File: config.mk
export PLATFORM = sky130hd
export DESIGN_NAME = dmg_timer_ctl
export DESIGN_NICKNAME = d
export VERILOG_FILES = /design/src/rtl/dmg_timer_ctl.sv
export SDC_FILE = /design/constraint.sdc
export NUM_CORES = 1
export LEC_CHECK = 0
export ABC_AREA = 1
export BUFFER_PORTS_ARGS = -buffer_cell sky130_fd_sc_hd__buf_2
export CAP_MARGIN = 5
export CORE_ASPECT_RATIO = 0.6
export CORE_MARGIN = 3
export CORE_UTILIZATION = 40
export CTS_CLUSTER_SIZE = 10
export DETAILED_ROUTE_END_ITERATION = 12
export GPL_TIMING_DRIVEN = 0
export PLACE_DENSITY_LB_ADDON = 0.1
export SYNTH_ARGS = -nofsm -noshare
export SYNTH_HDL_FRONTEND = slang
export SYNTH_SLANG_ARGS = --single-unit
File: constraint.sdc
create_clock -name clk -period 1.95 [get_ports clk]
set_clock_uncertainty 0.1 [all_clocks]
set_input_delay 0.195 -clock clk [delete_from_list [all_inputs] [get_ports clk]]
set_output_delay 0.195 -clock clk [all_outputs]
set_load 0.02 [all_outputs]
File: src/rtl/dmg_timer_ctl.sv
`default_nettype none
// ============================================================================
// Module   : dmg_timer_ctl
// Brief    : DMG divider/timer control. Owns DIV/TIMA/TMA/TAC (FF04-FF07),
//            the falling-edge TIMA increment and the overflow/reload/irq sequence.
// Revision : 1.0 - initial release
// ============================================================================
module dmg_timer_ctl #(
    parameter int DIV_W        = 16,
    parameter int RELOAD_DELAY = 4
) (
    input  logic       clk,
    input  logic       nreset,
    input  logic       cpu_sel_i,
    input  logic [1:0] cpu_a_i,
    input  logic       cpu_wr_i,
    input  logic [7:0] cpu_wdata_i,
    output logic [7:0] cpu_rdata_o,
    output logic       irq_timer_o,
    output logic [3:0] div_tap_o
);

    localparam int               CNT_W    = (RELOAD_DELAY > 1) ? $clog2(RELOAD_DELAY) : 1;
    localparam logic [CNT_W-1:0] CNT_INIT = CNT_W'(RELOAD_DELAY - 1);

    localparam logic [1:0] S_IDLE   = 2'd0;
    localparam logic [1:0] S_OVF    = 2'd1;
    localparam logic [1:0] S_RELOAD = 2'd2;

    logic [DIV_W-1:0] div_q,   div_d;
    logic [7:0]       tima_q,  tima_d;
    logic [7:0]       tma_q,   tma_d;
    logic [2:0]       tac_q,   tac_d;
    logic [CNT_W-1:0] cnt_q,   cnt_d;
    logic [1:0]       state_q, state_d;
    logic             tap_q;

    logic w_wr_div, w_wr_tima, w_wr_tma, w_wr_tac;
    logic w_sel_bit, w_tap, w_inc;

    assign w_wr_div  = cpu_sel_i & cpu_wr_i & (cpu_a_i == 2'd0);
    assign w_wr_tima = cpu_sel_i & cpu_wr_i & (cpu_a_i == 2'd1);
    assign w_wr_tma  = cpu_sel_i & cpu_wr_i & (cpu_a_i == 2'd2);
    assign w_wr_tac  = cpu_sel_i & cpu_wr_i & (cpu_a_i == 2'd3);

    assign div_d = w_wr_div ? '0 : div_q + DIV_W'(1);
    assign tma_d = w_wr_tma ? cpu_wdata_i : tma_q;
    assign tac_d = w_wr_tac ? cpu_wdata_i[2:0] : tac_q;

    always_comb begin
        w_sel_bit = div_q[9];
        case (tac_q[1:0])
            2'b00:   w_sel_bit = div_q[9];
            2'b01:   w_sel_bit = div_q[3];
            2'b10:   w_sel_bit = div_q[5];
            default: w_sel_bit = div_q[7];
        endcase
    end

    // Disabling the timer or moving the tap can also produce a falling edge;
    // that spurious increment is deliberate hardware-compatible behaviour.
    assign w_tap = tac_q[2] & w_sel_bit;
    assign w_inc = tap_q & ~w_tap;

    always_ff @(posedge clk or negedge nreset) begin
        if (!nreset) begin
            div_q  <= '0;
            tima_q <= 8'h00;
            tma_q  <= 8'h00;
            tac_q  <= 3'b000;
            cnt_q  <= '0;
            tap_q  <= 1'b0;
        end else begin
            div_q  <= div_d;
            tima_q <= tima_d;
            tma_q  <= tma_d;
            tac_q  <= tac_d;
            cnt_q  <= cnt_d;
            tap_q  <= w_tap;
        end
    end

    always_ff @(posedge clk or negedge nreset) begin
        if (!nreset) begin
            state_q <= S_IDLE;
        end else begin
            state_q <= state_d;
        end
    end

    // TMA is copied on entry to RELOAD so TIMA already shows it during the irq clk.
    always_comb begin
        state_d = state_q;
        tima_d  = tima_q;
        cnt_d   = cnt_q;
        case (state_q)
            S_IDLE: begin
                if (w_wr_tima) begin
                    tima_d = cpu_wdata_i;
                end else if (w_inc) begin
                    if (tima_q == 8'hFF) begin
                        tima_d  = 8'h00;
                        cnt_d   = CNT_INIT;
                        state_d = S_OVF;
                    end else begin
                        tima_d = tima_q + 8'd1;
                    end
                end
            end
            S_OVF: begin
                if (w_wr_tima) begin
                    tima_d  = cpu_wdata_i;
                    state_d = S_IDLE;
                end else if (cnt_q == '0) begin
                    tima_d  = tma_q;
                    state_d = S_RELOAD;
                end else begin
                    cnt_d = cnt_q - CNT_W'(1);
                end
            end
            S_RELOAD: begin
                if (w_wr_tma) begin
                    tima_d = cpu_wdata_i;
                end
                state_d = S_IDLE;
            end
            default: begin
                state_d = S_IDLE;
            end
        endcase
    end

    always_comb begin
        irq_timer_o = (state_q == S_RELOAD);
    end

    always_comb begin
        cpu_rdata_o = div_q[DIV_W-1:DIV_W-8];
        case (cpu_a_i)
            2'd0:    cpu_rdata_o = div_q[DIV_W-1:DIV_W-8];
            2'd1:    cpu_rdata_o = tima_q;
            2'd2:    cpu_rdata_o = tma_q;
            default: cpu_rdata_o = {5'b11111, tac_q};
        endcase
    end

    assign div_tap_o = {div_q[9], div_q[7], div_q[5], div_q[3]};

endmodule
`default_nettype wire

* Word level (Yosys, flattened, before mapping)
Cells that the tools add are included. Widths: inputs -> output; s select.
Operators by class: shifts and indexed selects 0, reductions and logical operators 9, muxes and demuxes 22, bitwise gates (word level) 8, magnitude comparators 0, multipliers 0, eq/ne operators 16, divide/modulo/power cells 0, add/sub/neg operators 3
Operator list (count):
- $mux 8 | 6
- $pmux 8 s3 | 2
- $mux 2 | 10
- $add 16x1->16 const B | 1
- $mux 16 | 1
- $ne 2x2->1 const B | 5
- $add 8x1->8 const B | 1
- $eq 2x2->1 const B | 4
- $eq 8x8->1 const B | 1
- $logic_not 2->1 | 4
- $pmux 2 s2 | 2
- $reduce_and 4->1 | 2
- $and 1x1->1 | 7
- $eq 2x1->1 const B | 3
- $ne 3x3->1 const B | 2
- $reduce_and 6->1 | 1
- $pmux 1 s3 | 1
- $reduce_bool 3->1 | 1
- $ne 2x1->1 const B | 1
- $reduce_bool 2->1 | 1
- $sub 2x1->2 const B | 1
- $not 1->1 | 1
Word-level totals: memory bits (writable) 0, logic and storage cells 65, bits in latches 0, bits of input ports 14, register bits 40, memories 0, output and inout port bits 13, ROM bits 0

* Depth between registers and ports, before layout
word-level depth 8, mapped depth 12, mapped depth without buffers 12

* Worst setup path before layout
Ideal clock, no wire load.
path kind register to register, start point register state_q[0], end point register tima_q[3], required time 1.733 ns, path slack 0.204 ns, data arrival time 1.529 ns, stages on the path, launching flop included 11, setup time 0.117 ns, cell sequence dfrtp_1 inv_1 ha_1 buf_1 nand2_1 nand2_2 nor2_2 nand2_1 clkinv_1 nand2_1 nand2_1
On the way: word-level cells in the longest chain between the ends 3, elaborated cells on any way between the ends 9, classes of those cells eq/ne: 5; mux: 1; reduce/logical: 3
Ends and longest elaborated chain:
- start: declaration | line 35 | logic [1:0] state_q, state_d;
- start signal: assignment | line 87 | state_q <= state_d;
- $eq 2x2->1 *
- via irq_timer_o | line 19 | output logic irq_timer_o,
- $ne 2x1->1 (no line) or $reduce_bool 3->1 (tied branches)
- $reduce_and 4->1 (no line)
- end signal: assignment | line 75 | tima_q <= tima_d;
- end: declaration | line 31 | logic [7:0] tima_q, tima_d;
Mark *: on every way through the listed nets, which the timed path passes. The rest lies on a longest branch. A chain may end at the register's enable or synchronous reset.

* Final worst setup path
start point register state_q[1], end point register tima_q[6]
On the way: word-level cells in the longest chain between the ends 3, elaborated cells on any way between the ends 9, classes of those cells eq/ne: 5; mux: 1; reduce/logical: 3
Ends and longest elaborated chain:
- $eq 2x1->1, or another cell as far along | line 96 | case (state_q)
- $ne 3x3->1 (no line), or another cell as far along
- $reduce_and 4->1 (no line)
Parallel ways exist; a longest one is shown, timed or not.

==> impl_metrics.env <==
export IMPL_routed_wl_um=7570
export IMPL_slew_headroom_pct=41.1
export IMPL_synth_async_reset_ratio_pct=100
export IMPL_clock_root_buffer="clkbuf_16"
export IMPL_yosysMostFrequentCell="nand2_1"
export IMPL_worst_setup_path_end_kind="flip-flop"
export IMPL_io_buffers=24
export IMPL_powerDensity_nw_per_um2=1040
export IMPL_r2r_start="state_q[1]$_DFFE_PN0P_"
export IMPL_ys_flop_type="dfrtp_1"
export IMPL_reg2reg_to="tima_q[6]$_DFFE_PN0P_"
export IMPL_worstSetupPathType="reg2reg"
export IMPL_tightestPinTransition_ps=883
export IMPL_ff2ff_path_depth=11
export IMPL_p_leak_nw=1.61
export IMPL_grt_pass1_wl_um=12100
export IMPL_period_needed_ps=1810
export IMPL_ys_ff_latch=40
export IMPL_synth_commonest_cells="nand2_1, inv_1, dfrtp_1"
export IMPL_wire_per_inst_um=14.9
export IMPL_syn_instance_count=393
export IMPL_path_max_fanout=8
export IMPL_clockBufferDepth=2
export IMPL_regArea_um2=1000
export IMPL_die_w_um=112
export IMPL_htree_num_levels=2
export IMPL_rrSetupSlack_ps=140
export IMPL_final_core_util_pct=49.6
export IMPL_hpwl_um=5950
export IMPL_antenna_cells=0
export IMPL_clk_pin_slew_worst_paths_ps=60
export IMPL_finalSetupViolations=0
export IMPL_drc=0
export IMPL_finalMaxSlewViolations=0
export IMPL_initialDrtViolationCount=414
export IMPL_synth_top_cell_area_share_pct=36.9
export IMPL_status="complete, no violations"
export IMPL_ys_types=34
export IMPL_report_power_total_mw=3.25
export IMPL_grt_remaining_overflow=0
export IMPL_drv_cap=0
export IMPL_fillers=662
export IMPL_rows=22
export IMPL_hold_class="in2reg"
export IMPL_clk_latency_ps=280
export IMPL_drt_antenna_violating_nets=0
export IMPL_dieArea_um2=7840
export IMPL_ys_warn_count=0
export IMPL_ys_seq_area_share_pct=36.9
export IMPL_cts_tree="built"
export IMPL_syn_nets=414
export IMPL_syn_mean_instance_area_um2=6.90
export IMPL_fin_area_um2=3140
export IMPL_grt_antenna_before_repair=0
export IMPL_cp_start_kind="flip-flop"
export IMPL_start_util_pct=42.8
export IMPL_synth_edf_count=0
export IMPL_peakVddDrop_mv=0.504
export IMPL_grt_total_usage_pct=19.6
export IMPL_fin_tns_setup_ps=0
export IMPL_finalWeightedCongestion=0.863
export IMPL_placed_cell_area_um2=2940
export IMPL_cp_required_ps=2020
export IMPL_die_h_um=69.8
export IMPL_avgViaCountPerCell=5.17
export IMPL_layout_nets=445
export IMPL_syn_area_um2=2710
export IMPL_area_growth_pct=15.7
export IMPL_fp_coreArea_um2=6330
export IMPL_multiInputGateArea_um2=1440
export IMPL_post_cts_buffers=0
export IMPL_fmax_mhz=552
export IMPL_grt_setup_unrepaired="false"
export IMPL_yosysTopAreaCell="dfrtp_1"
export IMPL_period_share_pct=92.9
export IMPL_synthTopCellsByArea="dfrtp_1, nand2_1, inv_1"
export IMPL_drtPass1Iterations=5
export IMPL_vias=2629
export IMPL_crit_start="state_q[1]$_DFFE_PN0P_"
export IMPL_cts_sinks=40
export IMPL_cp_endpoint="tima_q[6]$_DFFE_PN0P_"
export IMPL_grt_max_degree=41
export IMPL_io_pins=27
export IMPL_drive_above_1_share_pct=14.1
export IMPL_crit_arrival_ps=1880
export IMPL_hold_viol_final=0
export IMPL_grt_pass1_vias=2254
export IMPL_cts_buffers=5
how the worst min path moves through the flow:
stage	end	start	depth (start not counted)	slack (ps)
finish	tma_q[7]$_DFFE_PN0P_	cpu_wdata_i[7]	3	80
global route	tma_q[4]$_DFFE_PN0P_	cpu_wdata_i[4]	3	100
CTS	tma_q[6]$_DFFE_PN0P_	cpu_wdata_i[6]	3	70
floorplan	cnt_q[0]$_DFFE_PN0P_	nreset	0	-200
global placement	div_q[13]$_DFF_PN0_	nreset	1	280
detailed placement	div_q[13]$_DFF_PN0_	nreset	1	270
registers in the layout (all words and copies together) (netlist names):
name and count:
div_q 16, tap_q 1, tac_q 3, tima_q 8, state_q 2, cnt_q 2
tma_q 8
cell usage in the layout (no fill, tap or decap), types with 2 or more instances in the layout:
master	n
o21ai_0	20
clkbuf_16	5
nand4_1	12
inv_1	46
inv_2	2
o211ai_1	2
ha_1	5
clkbuf_8	2
nand2_1	143
o21ai_2	2
buf_2	25
clkbuf_1	2
xor2_1	4
nor3_1	7
buf_4	5
nor2_8	2
o2111ai_1	2
nand3_1	29
o221ai_1	4
a21oi_1	11
nand3b_1	2
nor2_1	31
nand2_2	3
buf_6	3
dfrtp_1	40
ha_2	2
metrics by stage:
stage	worst slack [ps]	cells	hold slack (ps)
2_1_floorplan	204	393	-201
5_1_grt	1.92	509	95.8
3_5_place_dp	48.4	501	274
4_1_cts	28.1	510	74.9
6_report	138	509	82.2
3_3_place_gp	14.9	501	279
repair_timing:
action	4_1_cts	5_1_grt
endpoints found under the setup margin	0	10
hold endpoints to repair	40	0
resized for setup	0	5
hold buffers	1	0
kinds of logic after synthesis:
kind of cell	synth area share [%]
buffers and inverters	10.5
XOR/XNOR	1.29
AND/OR/NAND/NOR	38.7
AO/OA/AOI/OAI	9.41
flip-flops	36.9
adder cells (fa/ha/maj)	3.23
power breakdown:
part	internal (mW)	switching, mW	leakage (nW)
registers	1.03	0.223	0.520
clock network	0.674	0.332	0.0901
logic	0.358	0.640	1.00
layer usage:
layer  wire length, um  up-vias  global-route usage, %
li1                  -     1321                      -
met2              2530      111                   21.7
met1              4310     1191                   35.3
met4                58        0                   2.80
met3               664        6                   4.97
met5                 0        -                      0
worst max-delay path, cell delays in order (launching register included):
cell	delay, ps
dfrtp_1	410
inv_1	100
ha_2	200
inv_1	100
nor2_8	190
nand2_4	80
nand2_2	60
nor2_2	50
nand2_1	100
clkinv_1	130
nand2_1	110
nand2_1	60
cell type report:
class / instances / area share, %
plain buffers: 12 / 2.83
flip-flops and latches: 40 / 31.9
inverters: 50 / 6.14
clock inverters: 1 / 0.957
well taps: 84 / 3.35
multi-input cells: 290 / 45.8
clock buffers: 7 / 4.86
repair buffers: 25 / 4.15
Note: power is estimated with default switching activity, not from simulation.
